[config.mk]
export PLATFORM = sky130hd
export DESIGN_NAME = pipelined_adder
export DESIGN_NICKNAME = d
export VERILOG_FILES = /design/src/rtl/adder_pkg.sv /design/src/rtl/add_slice.sv /design/src/rtl/pipelined_adder.sv
export SDC_FILE = /design/constraint.sdc
export NUM_CORES = 1
export LEC_CHECK = 0
export CORE_MARGIN = 2
export CORE_UTILIZATION = 51
export DETAILED_ROUTE_END_ITERATION = 7
export PLACE_DENSITY = 0.83
export SETUP_SLACK_MARGIN = 0.2
export SLEW_MARGIN = 20
export SYNTH_ARGS = -nofsm -noshare
export SYNTH_HDL_FRONTEND = slang
export SYNTH_HIERARCHICAL = 1
export SYNTH_SLANG_ARGS = --single-unit
[constraint.sdc]
create_clock -name clk -period 4 [get_ports clk]
set_input_delay 0.4 -clock clk [delete_from_list [all_inputs] [get_ports clk]]
set_output_delay 0.4 -clock clk [all_outputs]
set_load 0.005 [all_outputs]
[src/rtl/adder_pkg.sv]
// Shared operation encoding and signed-limit helpers for pipelined_adder.
package adder_pkg;

  typedef enum logic {
    OP_ADD = 1'b0,
    OP_SUB = 1'b1
  } op_e;

  localparam int MAX_WIDTH = 64;

  function automatic logic [MAX_WIDTH-1:0] signed_max(input int w);
    return (64'd1 << (w - 1)) - 64'd1;
  endfunction

  function automatic logic [MAX_WIDTH-1:0] signed_min(input int w);
    return 64'd1 << (w - 1);
  endfunction

endpackage

[src/rtl/add_slice.sv]
// Combinational N-bit ripple slice with carry-in and carry-out.
module add_slice #(
  parameter int N = 4
) (
  input  logic [N-1:0] a,
  input  logic [N-1:0] b,
  input  logic         cin,
  output logic [N-1:0] sum,
  output logic         cout
);

  assign {cout, sum} = {1'b0, a} + {1'b0, b} + {{N{1'b0}}, cin};

endmodule

[src/rtl/pipelined_adder.sv]
// Carry-chain pipelined add/subtract with a global valid/ready stall.
// Define PIPELINED_ADDER_SAT_EN to add the sat port (signed saturation).
module pipelined_adder
  import adder_pkg::*;
#(
  parameter int WIDTH  = 8,
  parameter int STAGES = 2
) (
  input  logic             clk,
  input  logic             rst,
  input  logic             in_valid,
  output logic             in_ready,
  input  logic [WIDTH-1:0] a,
  input  logic [WIDTH-1:0] b,
  input  logic             op,
  input  logic             cin,
`ifdef PIPELINED_ADDER_SAT_EN
  input  logic             sat,
`endif
  output logic             out_valid,
  input  logic             out_ready,
  output logic [WIDTH-1:0] result,
  output logic             carry_out,
  output logic             overflow
);

  localparam int SW = WIDTH / STAGES;
  localparam logic [MAX_WIDTH-1:0] SMAX_L = signed_max(WIDTH);
  localparam logic [MAX_WIDTH-1:0] SMIN_L = signed_min(WIDTH);
  localparam logic [WIDTH-1:0] SMAX = SMAX_L[WIDTH-1:0];
  localparam logic [WIDTH-1:0] SMIN = SMIN_L[WIDTH-1:0];

  logic             en;
  logic             is_sub;
  logic [WIDTH-1:0] b_eff;
  logic             cin_eff;
  logic             sat_in;

  assign in_ready = !out_valid || out_ready;
  assign en       = in_ready;
  assign is_sub   = (op_e'(op) == OP_SUB);
  assign b_eff    = is_sub ? ~b : b;
  assign cin_eff  = is_sub ? 1'b1 : cin;

`ifdef PIPELINED_ADDER_SAT_EN
  assign sat_in = sat;
`else
  assign sat_in = 1'b0;
`endif

  for (genvar k = 0; k < STAGES; k++) begin : g_stg
    logic [SW-1:0] sa, sb, ss;
    logic          ci, co, vin, sat_k;

    if (k == 0) begin : g_src0
      assign sa    = a[SW-1:0];
      assign sb    = b_eff[SW-1:0];
      assign ci    = cin_eff;
      assign vin   = in_valid;
      assign sat_k = sat_in;
    end else begin : g_srcn
      assign sa    = g_stg[k-1].g_mid.a_up[SW-1:0];
      assign sb    = g_stg[k-1].g_mid.b_up[SW-1:0];
      assign ci    = g_stg[k-1].g_mid.c_q;
      assign vin   = g_stg[k-1].g_mid.v_q;
      assign sat_k = g_stg[k-1].g_mid.sat_q;
    end

    add_slice #(.N(SW)) u_slice (
      .a    (sa),
      .b    (sb),
      .cin  (ci),
      .sum  (ss),
      .cout (co)
    );

    if (k < STAGES - 1) begin : g_mid
      // Upper operand slices ride along until their stage; lower sums accumulate.
      localparam int UW = WIDTH - (k + 1) * SW;
      logic                  v_q, c_q, sat_q;
      logic [(k+1)*SW-1:0]   sum_q, sum_nx;
      logic [UW-1:0]         a_up, b_up, a_nx, b_nx;

      if (k == 0) begin : g_first
        assign a_nx   = a[WIDTH-1:SW];
        assign b_nx   = b_eff[WIDTH-1:SW];
        assign sum_nx = ss;
      end else begin : g_next
        assign a_nx   = g_stg[k-1].g_mid.a_up[UW+SW-1:SW];
        assign b_nx   = g_stg[k-1].g_mid.b_up[UW+SW-1:SW];
        assign sum_nx = {ss, g_stg[k-1].g_mid.sum_q};
      end

      always_ff @(posedge clk) begin
        if (rst) begin
          v_q   <= 1'b0;
          c_q   <= 1'b0;
          sat_q <= 1'b0;
          sum_q <= '0;
          a_up  <= '0;
          b_up  <= '0;
        end else if (en) begin
          v_q   <= vin;
          c_q   <= co;
          sat_q <= sat_k;
          sum_q <= sum_nx;
          a_up  <= a_nx;
          b_up  <= b_nx;
        end
      end
    end else begin : g_last
      logic [WIDTH-1:0] full, res_nx;
      logic             ovf_nx;

      if (k == 0) begin : g_single
        assign full = ss;
      end else begin : g_join
        assign full = {ss, g_stg[k-1].g_mid.sum_q};
      end

      assign ovf_nx = (sa[SW-1] == sb[SW-1]) && (ss[SW-1] != sa[SW-1]);
      assign res_nx = (sat_k && ovf_nx) ? (sa[SW-1] ? SMIN : SMAX) : full;

      always_ff @(posedge clk) begin
        if (rst) begin
          out_valid <= 1'b0;
          result    <= '0;
          carry_out <= 1'b0;
          overflow  <= 1'b0;
        end else if (en) begin
          out_valid <= vin;
          result    <= res_nx;
          carry_out <= co;
          overflow  <= ovf_nx;
        end
      end
    end
  end

endmodule
# == Word level (Yosys, flattened, before mapping) ==
# Cells that the tools add are included.
# W data, S select, Z words.
# word_totals
reg_bits,25
in_bits,22
output_inout_bits,12
elab_cells,21
# classes
n_addsub,4
n_eq_ne,2
n_mux,2
bitwise_logic,1
n_reduce_logical,3
# ops
cell,count
$add A4 B4 Y5,2
$add A5 B1 Y5,2
$mux W8,1
$not A8 Y8,1
$eq A1 B1 Y1,1
$logic_and A1 B1 Y1,1
$logic_not A1 Y1,1
$logic_or A1 B1 Y1,1
$mux W1,1
$ne A1 B1 Y1,1

# == Logic depth before layout (Yosys ltp) ==
# Gate-level depths: netlist of run 1.
# logic_depth
ltp_word,4
depth_mapped,10

# == Modules after synthesis ==
# Netlist of run 1, hierarchy kept.
# by_module_without_submodules
module,n_inst,cells_each,area_each_um2,seq_area_each_um2
pipelined_adder,1,116,968.4,500.5
add_slice,2,16,143.9,0.0

# == Worst setup path after synthesis of run 1 ==
# Ideal clock, no wire load.
# synth_timing
path_type,input-to-reg
start,input op
end,register g_stg[0].g_mid.sum_q[1]
setup_time_ns,0.070
t_arrival_ns,1.906
required_ns,3.930
slack_ns,2.025
path_stages,8
path_cell_list,buf_4 > or2_2 > fa_1 > inv_1 > fa_1 > inv_1 > nand2_1 > a21oi_1
# synth_via
word_cells_on_any_way,4
# synth_rtl
item,line,rtl
start: declaration,pipelined_adder.sv:15,"input logic op,"
$mux W1,pipelined_adder.sv:43,assign cin_eff = is_sub ? 1'b1 : cin;
named net cin_eff,pipelined_adder.sv:36,logic cin_eff;
$add A5 B1 Y5,add_slice.sv:12,"assign {cout, sum} = {1'b0, a} + {1'b0, b} + {{N{1'b0}}, cin};"
named net g_stg[0].g_mid.sum_nx[1],pipelined_adder.sv:81,"logic [(k+1)*SW-1:0] sum_q, sum_nx;"
end signal: assignment,pipelined_adder.sv:106,sum_q <= sum_nx;
end: declaration,pipelined_adder.sv:81,
# The timed path passes the listed nets, and every way through them passes these cells.
# A chain may end at the register's enable or synchronous reset.

# == Worst setup path in the final report of run 1 ==
# layout_timing
start,input out_ready
end,output in_ready
# layout_via
elab_chain_cells,1
# layout_rtl
item,line,rtl
start: declaration,pipelined_adder.sv:21,"input logic out_ready,"
$logic_or A1 B1 Y1,pipelined_adder.sv:39,assign in_ready = !out_valid || out_ready;
end: declaration,pipelined_adder.sv:12,"output logic in_ready,"
# Every way passes these cells.

==> impl_metrics.yaml, run 1 <==
run_status:
  outcome: "finished clean"
routing:
  dr.pass1.iters: 4
  wl_per_cell_um: 11.3
  remaining_drc_errors: 0
  wirelength_um: 2300
  ant_nets: 0
  viasPerCell: 4.97
  drt_iter0_markers: 10
  vias: 1014
synthesis:
  yosys_warnings: 6
  postSynthAreaPerCell_um2: 8.49
  syn-num-nets: 180
  ys_types: 25
  netlist_area_mm2: 0.00126
  ys_ff_latch: 25
  synthCells: 148
  seq_area_frac_synth_pct: 39.8
cts:
  cts_setup_buffers: 0
  worstSkewPairLatency_ns: 0.31
  root_buffer: "clkbuf_4"
  cts_tree: "yes"
  cts.repair.resized: 0
  clk_pin_slew_ns: 0.13
  hold_buffers: 0
  clkSinkCount: 25
  clock_path_buffers: 2
  cts_made_buffers: 3
  htree_levels: 1
critical_path:
  cp_common_cell: "clkdlybuf4s50_1"
  slowest_delay_ns: 0.53
  slowest_stage: "clkdlybuf4s50_1"
  cp.arrival_ns: 2.14
  start_kind: "input port"
  crit_family: "buffers and inverters"
  end_kind: "primary output"
  crit_buf_inv: 3
  path_max_fanout: 30
  critPathRequiredTime_ns: 3.60
  path_cells: "clkdlybuf4s50_1, nor2b_4, inv_2, clkdlybuf4s50_1"
  path_class: "in -> out"
global_routing:
  antenna_found_initial: 0
  grt-ovfl-total: 0
  grt_pass1_vias: 975
  grt_util_all_layers_pct: 18.2
  grt_max_degree: 31
  grt_pass1_wl_um: 3840
placement:
  place_ws_ns: 1.33
  place_hpwl_um: 1750
  gp_congestion: 0.702
  port_buffers: 33
timing:
  relSlewSlack_pct: 42.2
  hold_viol_final: 0
  clock_skew_ns: 0.00437
  period_minus_slack_ns: 2.54
  min_period_over_period_pct: 63.5
  max_freq_mhz: 394
  slew_viol_final: 0
  rsz0062_at_grt: "false"
  setup_slack_ns: 1.46
  setup_viol: 0
  tns_ns: 0
  tightest_slew_ns: 0.864
  hold_slack_ns: 0.460
floorplanning:
  die_w_um: 53.6
  die_area_mm2: 0.00288
  rows: 17
  die_h_um: 53.6
  boundaryPins: 34
  core_area_mm2: 0.00228
  start_util_pct: 55.2
finish:
  syn2layout_area_growth_pct: 27.3
  n_antenna_cell: 0
  multi_input_area_um2: 673
  nFillCells: 182
  fin_nets: 209
  seqCellArea_um2: 500
  drive_gt1_share_pct: 5.11
  post-route-util_pct: 70.3
flow_run:
  cap_violations: 0
power:
  powerDensity_mw_per_mm2: 342
  peakVddDrop_mv: 0.237
  finalPower_uw: 546
  power.leakage_uw: 0.000665
worst_hold_path:
  hp-class: "reg -> reg"
flip-flops by register name, indices dropped and copies added, names as in the netlist:
signal and flops:
g_stg.g_mid.sum_q 4, g_stg.g_mid.v_q 1, carry_out 1, overflow 1, g_stg.g_mid.c_q 1, result 8
g_stg.g_mid.a_up 4, out_valid 1, g_stg.g_mid.b_up 4
cell usage after synthesis, drive strengths merged:
cell type / number / share of area, %
xnor2: 8 / 5.6
a311oi: 1 / 1.2
clkbuf: 2 / 0.70
or2: 1 / 0.50
or3b: 1 / 0.70
a21oi: 21 / 9.0
nand2: 38 / 11
inv: 9 / 2.7
fa: 4 / 6.4
a21o: 2 / 1.2
a211oi: 4 / 2.4
o21ai: 2 / 0.80
buf: 7 / 3.2
dfxtp: 25 / 40
xor2: 4 / 2.8
nor2: 7 / 2.1
nand3b: 1 / 0.60
nor2b: 3 / 2.1
ha: 6 / 6.0
nand2b: 2 / 1.0
worst paths after layout:
path              slack [ns]   endpoint                    from  cells past startpoint
setup / recovery        1.46   in_ready               out_ready                      4
hold / removal          0.46  result[0]               result[0]                      2
setup reg to reg        2.01   overflow  g_stg[0].g_mid.a_up[0]                      6
hold reg to reg         0.46  result[0]               result[0]                      2
where the power goes:
| part | internal [µW] | switching, µW | total, µW |
|---|---|---|---|
| registers | 276 | 15.0 | 291 |
| logic | 84.1 | 63.2 | 147 |
| clock network | 38.9 | 69.1 | 108 |
| total | 399 | 147 | 546 |
layout make-up:
| class | count | area share [%] |
|---|---|---|
| clock buffers | 4 | 1.64 |
| inverters | 9 | 2.11 |
| multi-input cells | 105 | 42.1 |
| flip-flops and latches | 25 | 31.3 |
| well taps | 28 | 2.19 |
| repair buffers | 33 | 20.7 |
cell usage in the layout, fill, tap and decap left out, types with 3 or more instances in the layout:
| cell | n |
|---|---|
| a211oi_1 | 4 |
| a21oi_1 | 19 |
| clkbuf_4 | 3 |
| clkdlybuf4s50_1 | 33 |
| dfxtp_1 | 25 |
| fa_1 | 4 |
| ha_1 | 6 |
| inv_1 | 8 |
| nand2_1 | 38 |
| nor2_1 | 7 |
| xnor2_1 | 8 |
| xor2_1 | 4 |
routing by layer:
metal	track usage (%)	vias up	routed length, µm
met3	1.67	8	86
met5	0	-	0
met1	20.6	450	986
met4	8.97	0	76
li1	-	527	-
met2	33.7	29	1150
kinds of logic after synthesis:
group | after synthesis | synth area share [%]
buf+inv | 18 | 6.57
fa+ha+maj | 10 | 12.4
flops | 25 | 39.8
xor+xnor | 12 | 8.37
compound gates | 30 | 14.5
simple gates | 53 | 18.3
through the flow:
| stage | cells | cell area [µm²] |
|---|---|---|
| after CTS | 204 | 1600 |
| after floorplan | 148 | 1260 |
| after detailed placement | 200 | 1570 |
| final | 204 | 1600 |
| after global placement | 200 | 1570 |
| after global routing | 204 | 1600 |
worst register-to-register path, delay by kind of cell, from the launching register on:
| family | cells | cell delay [ns] |
|---|---|---|
| AO/OA/AOI/OAI | 3 | 0.57 |
| AND/OR/NAND/NOR | 1 | 0.39 |
| adder cells (fa/ha/maj) | 1 | 0.43 |
| flip-flops | 1 | 0.35 |
| XOR/XNOR | 1 | 0.16 |
Power figures use the tool's default switching activity.
==> run 2, diff against run 1 <==
--- a/config.mk
+++ b/config.mk
@@ -6,9 +6,9 @@
 export NUM_CORES = 1
 export LEC_CHECK = 0
 export CORE_MARGIN = 2
-export CORE_UTILIZATION = 51
+export CORE_UTILIZATION = 47
 export DETAILED_ROUTE_END_ITERATION = 7
-export PLACE_DENSITY = 0.83
+export PLACE_DENSITY = 0.77
 export SETUP_SLACK_MARGIN = 0.2
 export SLEW_MARGIN = 20
 export SYNTH_ARGS = -nofsm -noshare
==> constraint.sdc (replaced) <==
create_clock -name clk -period 2.4 [get_ports clk]
set_input_delay 0.24 -clock clk [delete_from_list [all_inputs] [get_ports clk]]
set_output_delay 0.24 -clock clk [all_outputs]
set_load 0.005 [all_outputs]
==> impl_metrics.yaml, run 2 (same netlist as run 1, synthesis figures left out) <==
floorplanning:
  boundaryPins: 34
  start_util_pct: 50.3
  die_area_mm2: 0.00310
  core_area_mm2: 0.00250
  rows: 18
  die_h_um: 55.7
  die_w_um: 55.7
routing:
  top_layer: "met4"
  remaining_drc_errors: 0
  viasPerCell: 4.97
  wirelength_um: 2250
  wl_per_cell_um: 10.8
  drt_iter0_markers: 19
  vias: 1038
  wl_met2_um: 1090
  wl_met1_um: 1030
  ant_nets: 0
  dr.pass1.iters: 4
  wl_met3_um: 91
global_routing:
  grt_pass1_wl_um: 3780
  antenna_found_initial: 0
  grt_util_all_layers_pct: 14.8
  grt_max_degree: 30
  grt-ovfl-total: 0
  grt_pass1_vias: 945
finish:
  seqCellArea_um2: 500
  syn2layout_area_growth_pct: 29.3
  drive_gt1_share_pct: 6.70
  final_common_cell: "nand2_1"
  largest_reg_flops: 8
  n_antenna_cell: 0
  multi_input_area_um2: 673
  nFillCells: 230
  final_cell_mix: "nand2_1, clkdlybuf4s50_1, dfxtp_1"
  top_register: "result"
  fin_nets: 212
cts:
  worstSkewPairLatency_ns: 0.31
  hold_buffers: 0
  cts_tree: "yes"
  clk_pin_slew_ns: 0.13
  cts_made_buffers: 3
  cts.repair.resized: 0
  cts_setup_buffers: 0
  clock_path_buffers: 2
  htree_levels: 1
  root_buffer: "clkbuf_4"
  clkSinkCount: 25
timing:
  relSlewSlack_pct: 40.7
  hold_viol_final: 0
  setup_slack_ns: 0.420
  max_freq_mhz: 505
  slew_viol_final: 0
  clock_skew_ns: 0.00452
  setup_viol: 0
  tns_ns: 0
  min_period_over_period_pct: 82.5
  rsz0062_at_grt: "false"
  tightest_slew_ns: 0.886
  period_minus_slack_ns: 1.98
critical_path:
  slowest_stage: "fa_1"
  end_kind: "register"
  start_kind: "register"
  path_class: "reg -> reg"
  slowest_delay_ns: 0.44
  critPathRequiredTime_ns: 2.62
  path_cells: "fa_1, a21o_1, a21oi_2, xnor2_1, or3b_1, a311oi_2"
  cp.arrival_ns: 2.20
  path_max_fanout: 3
placement:
  place_hpwl_um: 1720
  gp_congestion: 0.753
  place_ws_ns: 0.141
  port_buffers: 33
flow_run:
  cap_violations: 0
power:
  power.leakage_uw: 0.000679
  powerDensity_mw_per_mm2: 563
  peakVddDrop_mv: 0.300
run_status:
  outcome: "finished clean"
worst_hold_path:
  hp-class: "reg -> reg"
## run 2: per-layer routing
metal | track usage [%] | vias to the layer above
li1 | - | 534
met1 | 17.5 | 471
met2 | 26.7 | 29
met3 | 1.86 | 4
met4 | 6.27 | 0
met5 | 0 | -
## run 2: worst max-delay path: cells and delay by family, from the launching register on
kind / cells / cell delay, ns
xor gates and xnor gates: 1 / 0.16
DFF: 1 / 0.35
and+or+nand+nor: 1 / 0.38
AOI/OAI and AO/OA: 3 / 0.56
adders and majority gates: 1 / 0.44
## run 2: final cells by class
type	instances	area share, %
timing repair buffer	36	21.7
multi-input combinational	105	41.4
inverter	9	2.08
sequential	25	30.8
clock buffer	4	1.62
tap	30	2.31
## run 2: stage by stage
stage	util, %	cells	hold slack, ns	power (µW)	cell area [µm²]
after floorplan	-	148	0.380	640	1260
after global placement	63.9	205	0.437	733	1600
after detailed placement	63.9	205	0.445	744	1600
after CTS	65.0	209	0.462	924	1620
after global routing	65.0	209	0.476	968	1620
final	65.0	209	0.461	914	1620
## run 2: where the power goes
group          internal, µW  switching, µW
clock network          64.8            116
registers               460           23.9
logic                   144            105
## run 2: path summary, 6_finish.rpt
path | start | to | slack [ns] | cells after the start
setup / recovery | g_stg[0].g_mid.a_up[0] | overflow | 0.42 | 6
hold / removal | result[2] | result[2] | 0.46 | 2
setup reg to reg | g_stg[0].g_mid.a_up[0] | overflow | 0.42 | 6
hold reg to reg | result[2] | result[2] | 0.46 | 2
